--- src/rtl/ysyx_22041071_axi_rd_arb_pkg.sv ---
// ysyx_22041071_axi_rd_arb_pkg: shared encodings for the two-master AXI read arbiter.
// Rev 1.0
`default_nettype none

package ysyx_22041071_axi_rd_arb_pkg;

  typedef enum logic [1:0] {
    ST_IDLE = 2'b00,
    ST_ADDR = 2'b01,
    ST_DATA = 2'b10
  } state_t;

  localparam logic [1:0] RESP_OKAY   = 2'b00;
  localparam logic [1:0] RESP_SLVERR = 2'b10;

  localparam logic [1:0] SIZE_1B = 2'b00;
  localparam logic [1:0] SIZE_2B = 2'b01;
  localparam logic [1:0] SIZE_4B = 2'b10;
  localparam logic [1:0] SIZE_8B = 2'b11;

endpackage

`default_nettype wire

--- src/rtl/ysyx_22041071_rr_arb2.sv ---
// ysyx_22041071_rr_arb2: 2-input round-robin picker; on a tie the input that did not win last time is granted.
// Rev 1.0
`default_nettype none

module ysyx_22041071_rr_arb2 (
  input  logic [1:0] req,
  input  logic       last_grant,
  output logic [1:0] gnt
);

  always_comb begin
    gnt = 2'b00;
    case (req)
      2'b01:   gnt = 2'b01;
      2'b10:   gnt = 2'b10;
      2'b11:   gnt = last_grant ? 2'b01 : 2'b10;
      default: gnt = 2'b00;
    endcase
  end

endmodule

`default_nettype wire

--- src/rtl/ysyx_22041071_axi_rd_arb.sv ---
// ysyx_22041071_axi_rd_arb: shares one AXI read engine between IFU (m0) and LSU (m1).
// Optional watchdog: YSYX_22041071_AXI_RD_ARB_TIMEOUT_EN.  Rev 1.0
`default_nettype none

module ysyx_22041071_axi_rd_arb
  import ysyx_22041071_axi_rd_arb_pkg::*;
#(
  parameter int ADDR_W      = 64,
  parameter int DATA_W      = 64,
  parameter int LEN_W       = 8,
  parameter int ID_W        = 4,
  parameter int TIMEOUT_CYC = 1024
) (
  input  logic              clk,
  input  logic              reset_n,
  input  logic              m0_ar_valid,
  input  logic [ADDR_W-1:0] m0_addr,
  input  logic [LEN_W-1:0]  m0_len,
  input  logic [1:0]        m0_size,
  output logic              m0_ar_ready,
  output logic              m0_r_valid,
  output logic [DATA_W-1:0] m0_r_data,
  output logic [1:0]        m0_r_resp,
  output logic              m0_r_last,
  input  logic              m0_r_ready,
  input  logic              m1_ar_valid,
  input  logic [ADDR_W-1:0] m1_addr,
  input  logic [LEN_W-1:0]  m1_len,
  input  logic [1:0]        m1_size,
  output logic              m1_ar_ready,
  output logic              m1_r_valid,
  output logic [DATA_W-1:0] m1_r_data,
  output logic [1:0]        m1_r_resp,
  output logic              m1_r_last,
  input  logic              m1_r_ready,
  output logic              s_ar_valid,
  output logic [ID_W-1:0]   s_id,
  output logic [ADDR_W-1:0] s_addr,
  output logic [LEN_W-1:0]  s_len,
  output logic [1:0]        s_size,
  input  logic              s_ar_ready,
  input  logic              s_r_valid,
  input  logic [DATA_W-1:0] s_r_data,
  input  logic [1:0]        s_r_resp,
  input  logic              s_r_last,
  output logic              s_r_ready,
  output logic              busy
);

  state_t            state, state_nxt;
  logic              owner;
  logic              last_grant;
  logic [1:0]        gnt;
  logic              own_r_ready;
  logic              to_fire;
  logic              idle_drain;
  logic              beat_valid;
  logic [DATA_W-1:0] beat_data;
  logic [1:0]        beat_resp;
  logic              beat_last;

  ysyx_22041071_rr_arb2 u_rr_arb2 (
    .req        ({m1_ar_valid, m0_ar_valid}),
    .last_grant (last_grant),
    .gnt        (gnt)
  );

  assign own_r_ready = owner ? m1_r_ready : m0_r_ready;
  assign s_id        = {{(ID_W-1){1'b0}}, owner};

`ifdef YSYX_22041071_AXI_RD_ARB_TIMEOUT_EN
  localparam int CNT_W = $clog2(TIMEOUT_CYC) + 1;

  logic [CNT_W-1:0] to_cnt;
  logic             r_hs;

  assign r_hs       = (state == ST_DATA) && !to_fire && s_r_valid && own_r_ready;
  assign to_fire    = (state == ST_DATA) && (to_cnt == CNT_W'(TIMEOUT_CYC - 1));
  assign idle_drain = 1'b1;

  // Held at zero outside DATA, so it starts from zero on every entry to DATA.
  always_ff @(posedge clk or negedge reset_n) begin
    if (!reset_n) begin
      to_cnt <= '0;
    end else if (state != ST_DATA || r_hs) begin
      to_cnt <= '0;
    end else if (!to_fire) begin
      to_cnt <= to_cnt + 1'b1;
    end
  end
`else
  // Watchdog compiled out: DATA waits for the engine's last beat indefinitely.
  assign to_fire    = (TIMEOUT_CYC < 0);
  assign idle_drain = 1'b0;
`endif

  always_ff @(posedge clk or negedge reset_n) begin
    if (!reset_n) begin
      state <= ST_IDLE;
    end else begin
      state <= state_nxt;
    end
  end

  always_ff @(posedge clk or negedge reset_n) begin
    if (!reset_n) begin
      owner      <= 1'b0;
      last_grant <= 1'b1;
      s_addr     <= '0;
      s_len      <= '0;
      s_size     <= SIZE_1B;
    end else begin
      if (state == ST_IDLE && gnt != 2'b00) begin
        owner  <= gnt[1];
        s_addr <= gnt[1] ? m1_addr : m0_addr;
        s_len  <= gnt[1] ? m1_len  : m0_len;
        s_size <= gnt[1] ? m1_size : m0_size;
      end
      if (state == ST_ADDR && s_ar_ready) begin
        last_grant <= owner;
      end
    end
  end

  always_comb begin
    state_nxt   = state;
    s_ar_valid  = 1'b0;
    s_r_ready   = 1'b0;
    m0_ar_ready = 1'b0;
    m1_ar_ready = 1'b0;
    beat_valid  = 1'b0;
    beat_data   = '0;
    beat_resp   = RESP_OKAY;
    beat_last   = 1'b0;
    busy        = (state != ST_IDLE);

    case (state)
      ST_IDLE: begin
        s_r_ready = idle_drain;
        if (gnt != 2'b00) state_nxt = ST_ADDR;
      end
      ST_ADDR: begin
        s_ar_valid = 1'b1;
        if (s_ar_ready) begin
          m0_ar_ready = !owner;
          m1_ar_ready = owner;
          state_nxt   = ST_DATA;
        end
      end
      ST_DATA: begin
        if (to_fire) begin
          // Synthetic error beat; the engine is not allowed to advance meanwhile.
          beat_valid = 1'b1;
          beat_resp  = RESP_SLVERR;
          beat_last  = 1'b1;
          if (own_r_ready) state_nxt = ST_IDLE;
        end else begin
          s_r_ready  = own_r_ready;
          beat_valid = s_r_valid;
          beat_data  = s_r_data;
          beat_resp  = s_r_resp;
          beat_last  = s_r_last;
          if (s_r_valid && own_r_ready && s_r_last) state_nxt = ST_IDLE;
        end
      end
      default: state_nxt = ST_IDLE;
    endcase

    m0_r_valid = beat_valid && !owner;
    m0_r_data  = owner ? '0 : beat_data;
    m0_r_resp  = owner ? 2'b00 : beat_resp;
    m0_r_last  = beat_last && !owner;
    m1_r_valid = beat_valid && owner;
    m1_r_data  = owner ? beat_data : '0;
    m1_r_resp  = owner ? beat_resp : 2'b00;
    m1_r_last  = beat_last && owner;
  end

endmodule

`default_nettype wire
--- config.mk ---
export PLATFORM = sky130hd
export DESIGN_NAME = ysyx_22041071_axi_rd_arb
export DESIGN_NICKNAME = d
export VERILOG_FILES = /design/src/rtl/ysyx_22041071_axi_rd_arb_pkg.sv /design/src/rtl/ysyx_22041071_rr_arb2.sv /design/src/rtl/ysyx_22041071_axi_rd_arb.sv
export SDC_FILE = /design/constraint.sdc
export NUM_CORES = 1
export LEC_CHECK = 0
export ABC_AREA = 1
export BUFFER_PORTS_ARGS = -buffer_cell sky130_fd_sc_hd__buf_2
export CELL_PAD_IN_SITES_DETAIL_PLACEMENT = 0
export CELL_PAD_IN_SITES_GLOBAL_PLACEMENT = 1
export CORE_AREA = 4 4 169 171
export CTS_CLUSTER_SIZE = 25
export DETAILED_ROUTE_END_ITERATION = 10
export DIE_AREA = 0 0 173 175
export PLACE_DENSITY = 0.75
export SYNTH_ARGS = -nofsm -noshare
export SYNTH_HDL_FRONTEND = slang
export SYNTH_SLANG_ARGS = --single-unit
--- constraint.sdc ---
create_clock -name clk -period 1.7 [get_ports clk]
set_clock_uncertainty 0.2 [all_clocks]
set_input_delay 0.17 -clock clk [delete_from_list [all_inputs] [get_ports clk]]
set_output_delay 0.17 -clock clk [all_outputs]
set_load 0.01 [all_outputs]
==> Word level (Yosys, flattened, before mapping) <==
Index checks and enable logic that the tools add are counted.
{ "op_classes": {"n_eq_ne": 8, "muxes": 24, "n_reduce_logical": 13} }
{ "ops": {"columns": ["op", "n"], "rows": [
  ["2-to-1 mux 64 bit", 4],
  ["2-to-1 mux 2 bit", 8],
  ["case mux 2 bit (3 select lines)", 2],
  ["2-to-1 mux 1 bit", 9],
  ["logical AND 1 bit", 8],
  ["2-to-1 mux 8 bit", 1],
  ["equality test 2 bit (second input constant)", 3],
  ["equality test 2 x 1 -> 1 bit (second input constant)", 2],
  ["!= test 2 bit (second input constant)", 2],
  ["nonzero test 2 bit", 2],
  ["AND reduction 3 bit", 1],
  ["logical NOT 2 bit", 1],
  ["!= test 2 x 1 -> 1 bit (second input constant)", 1],
  ["logical NOT 1 bit", 1]
]} }
{ "word_totals": {"regBits": 78, "in_bits": 223, "output_inout_bits": 219, "word_cells": 51} }

==> Logic depth before layout (Yosys ltp) <==
{ "logic_depth": {"ltp_word": 5, "depth_mapped": 7, "ltp_nobuf": 6} }

==> Cells and area by module <==
From an unflattened synthesis, not the netlist that was laid out.
{ "unflattened": {"cells_unflattened": 826, "area_unflattened_um2": 5081.1} }
{ "by_module_without_submodules": {"columns": ["mod", "n_inst", "cells_per_inst", "area_per_inst_um2", "seq_area_each_um2"], "rows": [
  ["ysyx_22041071_axi_rd_arb", 1, 821, 5059.9, 1953.1],
  ["ysyx_22041071_rr_arb2", 1, 5, 21.3, 0.0]
]} }

==> Worst setup path after synthesis <==
Ideal clock, no wire load.
{ "synth_path": {"kind": "reg-to-output", "startpoint": "register state[1]", "endpoint": "output m1_r_data[55]", "arrival_time_ns": 1.133, "required_time_ns": 1.330, "path_slack_ns": 0.197, "path_stages_with_launch": 7, "path_buffers": 2, "cell_sequence": "dfrtp_1 inv_2 nor2_2 inv_2 buf_2 buf_2 nor3_1"} }
{ "synth_via": {"elab_chain_len": 3} }
{ "synth_lines": {"columns": ["item", "line", "text"], "rows": [
  ["from (decl)", "ysyx_22041071_axi_rd_arb.sv:50", "state_t state, state_nxt;"],
  ["from (signal assigned)", "ysyx_22041071_axi_rd_arb.sv:101", "state <= state_nxt;"],
  ["equality test 2 bit", "ysyx_22041071_axi_rd_arb.sv:137", "case (state)"],
  ["2-to-1 mux 64 bit", "ysyx_22041071_axi_rd_arb.sv:137", null],
  ["2-to-1 mux 64 bit", "ysyx_22041071_axi_rd_arb.sv:174", "m1_r_data = owner ? beat_data : '0;"],
  ["to (decl)", "ysyx_22041071_axi_rd_arb.sv:32", "output logic [DATA_W-1:0] m1_r_data,"]
]} }
No other way between the ends.

==> Worst setup path in the final report <==
{ "layout_path": {"startpoint": "register state[0]", "endpoint": "output m0_r_data[19]"} }
{ "layout_via": {"elab_chain_len": 3} }
{ "layout_lines": {"columns": ["item", "line", "text"], "rows": [
  ["equality test 2 bit", "ysyx_22041071_axi_rd_arb.sv:137", null],
  ["2-to-1 mux 64 bit", "ysyx_22041071_axi_rd_arb.sv:137", null],
  ["2-to-1 mux 64 bit", "ysyx_22041071_axi_rd_arb.sv:170", "m0_r_data = owner ? '0 : beat_data;"],
  ["to (decl)", "ysyx_22041071_axi_rd_arb.sv:22", "output logic [DATA_W-1:0] m0_r_data,"]
]} }
No other way between the ends.

==> impl_metrics.json <==
{
  "maxCapViolCount": 0,
  "power.switching_mw": 6.74,
  "final_cell_area_mm2": 0.0113,
  "numPortBuffers": 438,
  "std_cell_rows": 60,
  "core-area_mm2": 0.0269,
  "grt_max_degree": 78,
  "startpoint_type": "flop",
  "rsz0062_at_grt": "yes",
  "drive_gt1_frac": 0.434,
  "ant_nets": 0,
  "place_ws_ps": 7.83,
  "cp_data_arrival_time_ps": 1670,
  "die_y_um": 175,
  "cts_tree": "built",
  "top_usage_layer": "met2",
  "grt_pass1_wl_mm": 43.8,
  "clk_latency_ps": 330,
  "wirelength_mm": 30.8,
  "seqPwrFrac": 0.232,
  "leakagePower_nw": 6.62,
  "peakVddDrop_uv": 793,
  "placed_cells": 1650,
  "critPathMaxFanout": 12,
  "antenna_found_initial": 8,
  "fin_ws_ps": -337,
  "die_x_um": 173,
  "synth-seq-area-share": 0.350,
  "maxSlewViolCount": 0,
  "n_fill_cell": 2736,
  "place.gp.congestion": 0.920,
  "pwr-share-clk": 0.144,
  "grt_util_met2": 0.338,
  "syn_to_final_growth_pct": 101,
  "nNetsFinal": 1713,
  "grt_pass1_vias": 7812,
  "setup_tns_ps": -36740,
  "multiInputGateArea_mm2": 0.00315,
  "use_met1": 0.196,
  "cts.sinks": 78,
  "dr.pass1.iters": 5,
  "end_kind": "output pin",
  "fmax_ghz": 0.491,
  "grt_use_met3": 0.0344,
  "drt_iter0_markers": 287,
  "setup_viol": 140,
  "period_minus_slack_ps": 2040,
  "cts_buffers": 9,
  "drc": 0,
  "layout.cells.non_filler": 1841,
  "vias": 8161,
  "synth_cell_types": 20,
  "hold_viol_final": 0,
  "clk_path_buf_depth": 2,
  "wl_per_cell_um": 16.7,
  "overflow": 0,
  "p_int_mw": 7.87,
  "placed_area_mm2": 0.00821,
  "track_usage": 0.181,
  "syn-cell-area_mm2": 0.00559,
  "ys_seq_elements": 78,
  "dp_hpwl_mm": 20.9,
  "fin_crit_sh": 1.20,
  "seqCellArea_mm2": 0.00195,
  "clockRootBuffer": "clkbuf_16",
  "power_density_mw_per_mm2": 1300,
  "postSynthCellCount": 905,
  "viasPerCell": 4.43,
  "initial_core_util": 0.208,
  "yosysWarnings": 0,
  "min_path_type": "in -> reg",
  "crit_required_ps": 1330,
  "dieArea_mm2": 0.0303,
  "cts_htree_levels": 3,
  "cts.clk_slew.worst_paths_ps": 50,
  "p_comb_frac": 0.624,
  "violations": "negative setup slack",
  "status": "finished with violations",
  "crit_type": "reg -> out",
  "syn_avg_cell_area_um2": 6.17,
  "switching_share": 0.461,
  "io_pins": 442
}
==> kinds of logic (layout without fill, tap and decap cells) <==
| group | count (synthesis) | after routing | synth area share |
|---|---|---|---|
| and+or+nand+nor | 526 | 526 | 0.417 |
| other | 1 | 9 | 0.000671 |
| AOI/OAI and AO/OA | 5 | 5 | 0.00560 |
| DFF | 78 | 78 | 0.350 |
| buffers and inverters | 295 | 882 | 0.227 |
==> layout make-up <==
cell class,instances,share of cell area
flip-flops and latches,78,0.174
repair buffers,646,0.404
inverters,221,0.0750
diodes,6,0.00133
clock buffers,10,0.0212
multi-input cells,534,0.279
clock inverters,5,0.00723
well taps,341,0.0379
==> power by group through the flow <==
stage	combinational, mW	clock [mW]	sequential (mW)
final	9.11	2.11	3.39
after CTS	7.99	2.20	3.38
after global routing	9.83	2.27	3.50
after global placement	6.85	0	3.37
after detailed placement	6.93	0	3.36
after floorplan	3.55	0	3.73
==> path summary, 6_finish.rpt <==
path | from | end | depth (start not counted) | slack [ps]
max | state[0] | m0_r_data[19] | 6 | -340
min | m1_addr[19] | s_addr[19] | 5 | 10
max reg2reg | state[0] | s_len[3] | 8 | 90
min reg2reg | s_addr[15] | s_addr[15] | 2 | 270
max in group asynchronous | reset_n | last_grant | 3 | 620
min in group asynchronous | reset_n | s_addr[60] | 2 | 80
==> synthesized netlist by cell type <==
library cell,count,area [um2]
nand2_1,235,882
inv_1,218,818
nand3_1,148,741
nor3_1,136,681
dfrtp_1,77,1930
buf_2,29,145
clkbuf_1,19,71.3
buf_4,13,97.6
buf_6,10,113
nor2_1,6,22.5
buf_1,3,11.3
inv_2,3,11.3
a21oi_1,1,5.00
conb_1,1,3.75
dfstp_2,1,26.3
nor2_2,1,6.26
o21ai_0,1,5.00
o21ai_1,1,5.00
o21ai_2,1,8.76
o31ai_1,1,7.51
==> timing repair <==
item / in CTS / in global routing
resized for setup: 74 / 110
hold buffers: 149 / 0
cloned: 5 / 5
endpoints found under the setup margin: 139 / 213
endpoints found under the hold margin: 153 / 0
setup buffers: 6 / 7
pin swaps: 4 / 5
==> layer usage <==
metal  vias to the layer above  part of all wire
met5                         -           0.00029
met4                         2             0.050
met3                        87             0.064
met2                       417              0.51
met1                      3750              0.37
li1                       3905                 -
==> per-stage QoR <==
step                utilization  power, mW  hold slack, ps
global route              0.419       15.6            48.7
detailed placement        0.306       10.3            -111
floorplan                     -       7.28            -326
finish                    0.419       14.6            11.0
global placement          0.306       10.2            -111
CTS                       0.392       13.6            2.62
==> state kept, by name, summed over array words and instances, names as in the netlist <==
signal,flops
s_size,2
last_grant,1
owner,1
s_len,8
state,2
s_addr,64
==> critical path, stage by stage, from the launching register on <==
cell      delay (ps)
dfrtp_1          410
nor2_4           170
clkinv_4         100
buf_12           160
buf_4            160
nor3_1           150
buf_2            170
==> placed cells by master (no fill, tap or decap), types with 2 or more instances in the layout <==
| cell | Yosys | layout |
|---|---|---|
| buf_12 | 0 | 13 |
| buf_16 | 0 | 5 |
| buf_2 | 29 | 429 |
| buf_4 | 13 | 30 |
| buf_6 | 10 | 14 |
| buf_8 | 0 | 2 |
| bufinv_16 | 0 | 2 |
| clkbuf_16 | 0 | 13 |
| conb_1 | 1 | 3 |
| dfrtp_1 | 77 | 76 |
| diode_2 | 0 | 6 |
| dlygate4sd3_1 | 0 | 149 |
| inv_1 | 218 | 217 |
| nand2_1 | 235 | 230 |
| nand2_2 | 0 | 3 |
| nand2_4 | 0 | 2 |
| nand3_1 | 148 | 148 |
| nor2_1 | 6 | 3 |
| nor2_4 | 0 | 4 |
| nor3_1 | 136 | 17 |
| nor3_2 | 0 | 102 |
| nor3_4 | 0 | 17 |
No activity file was read; power rests on OpenSTA's default activity.
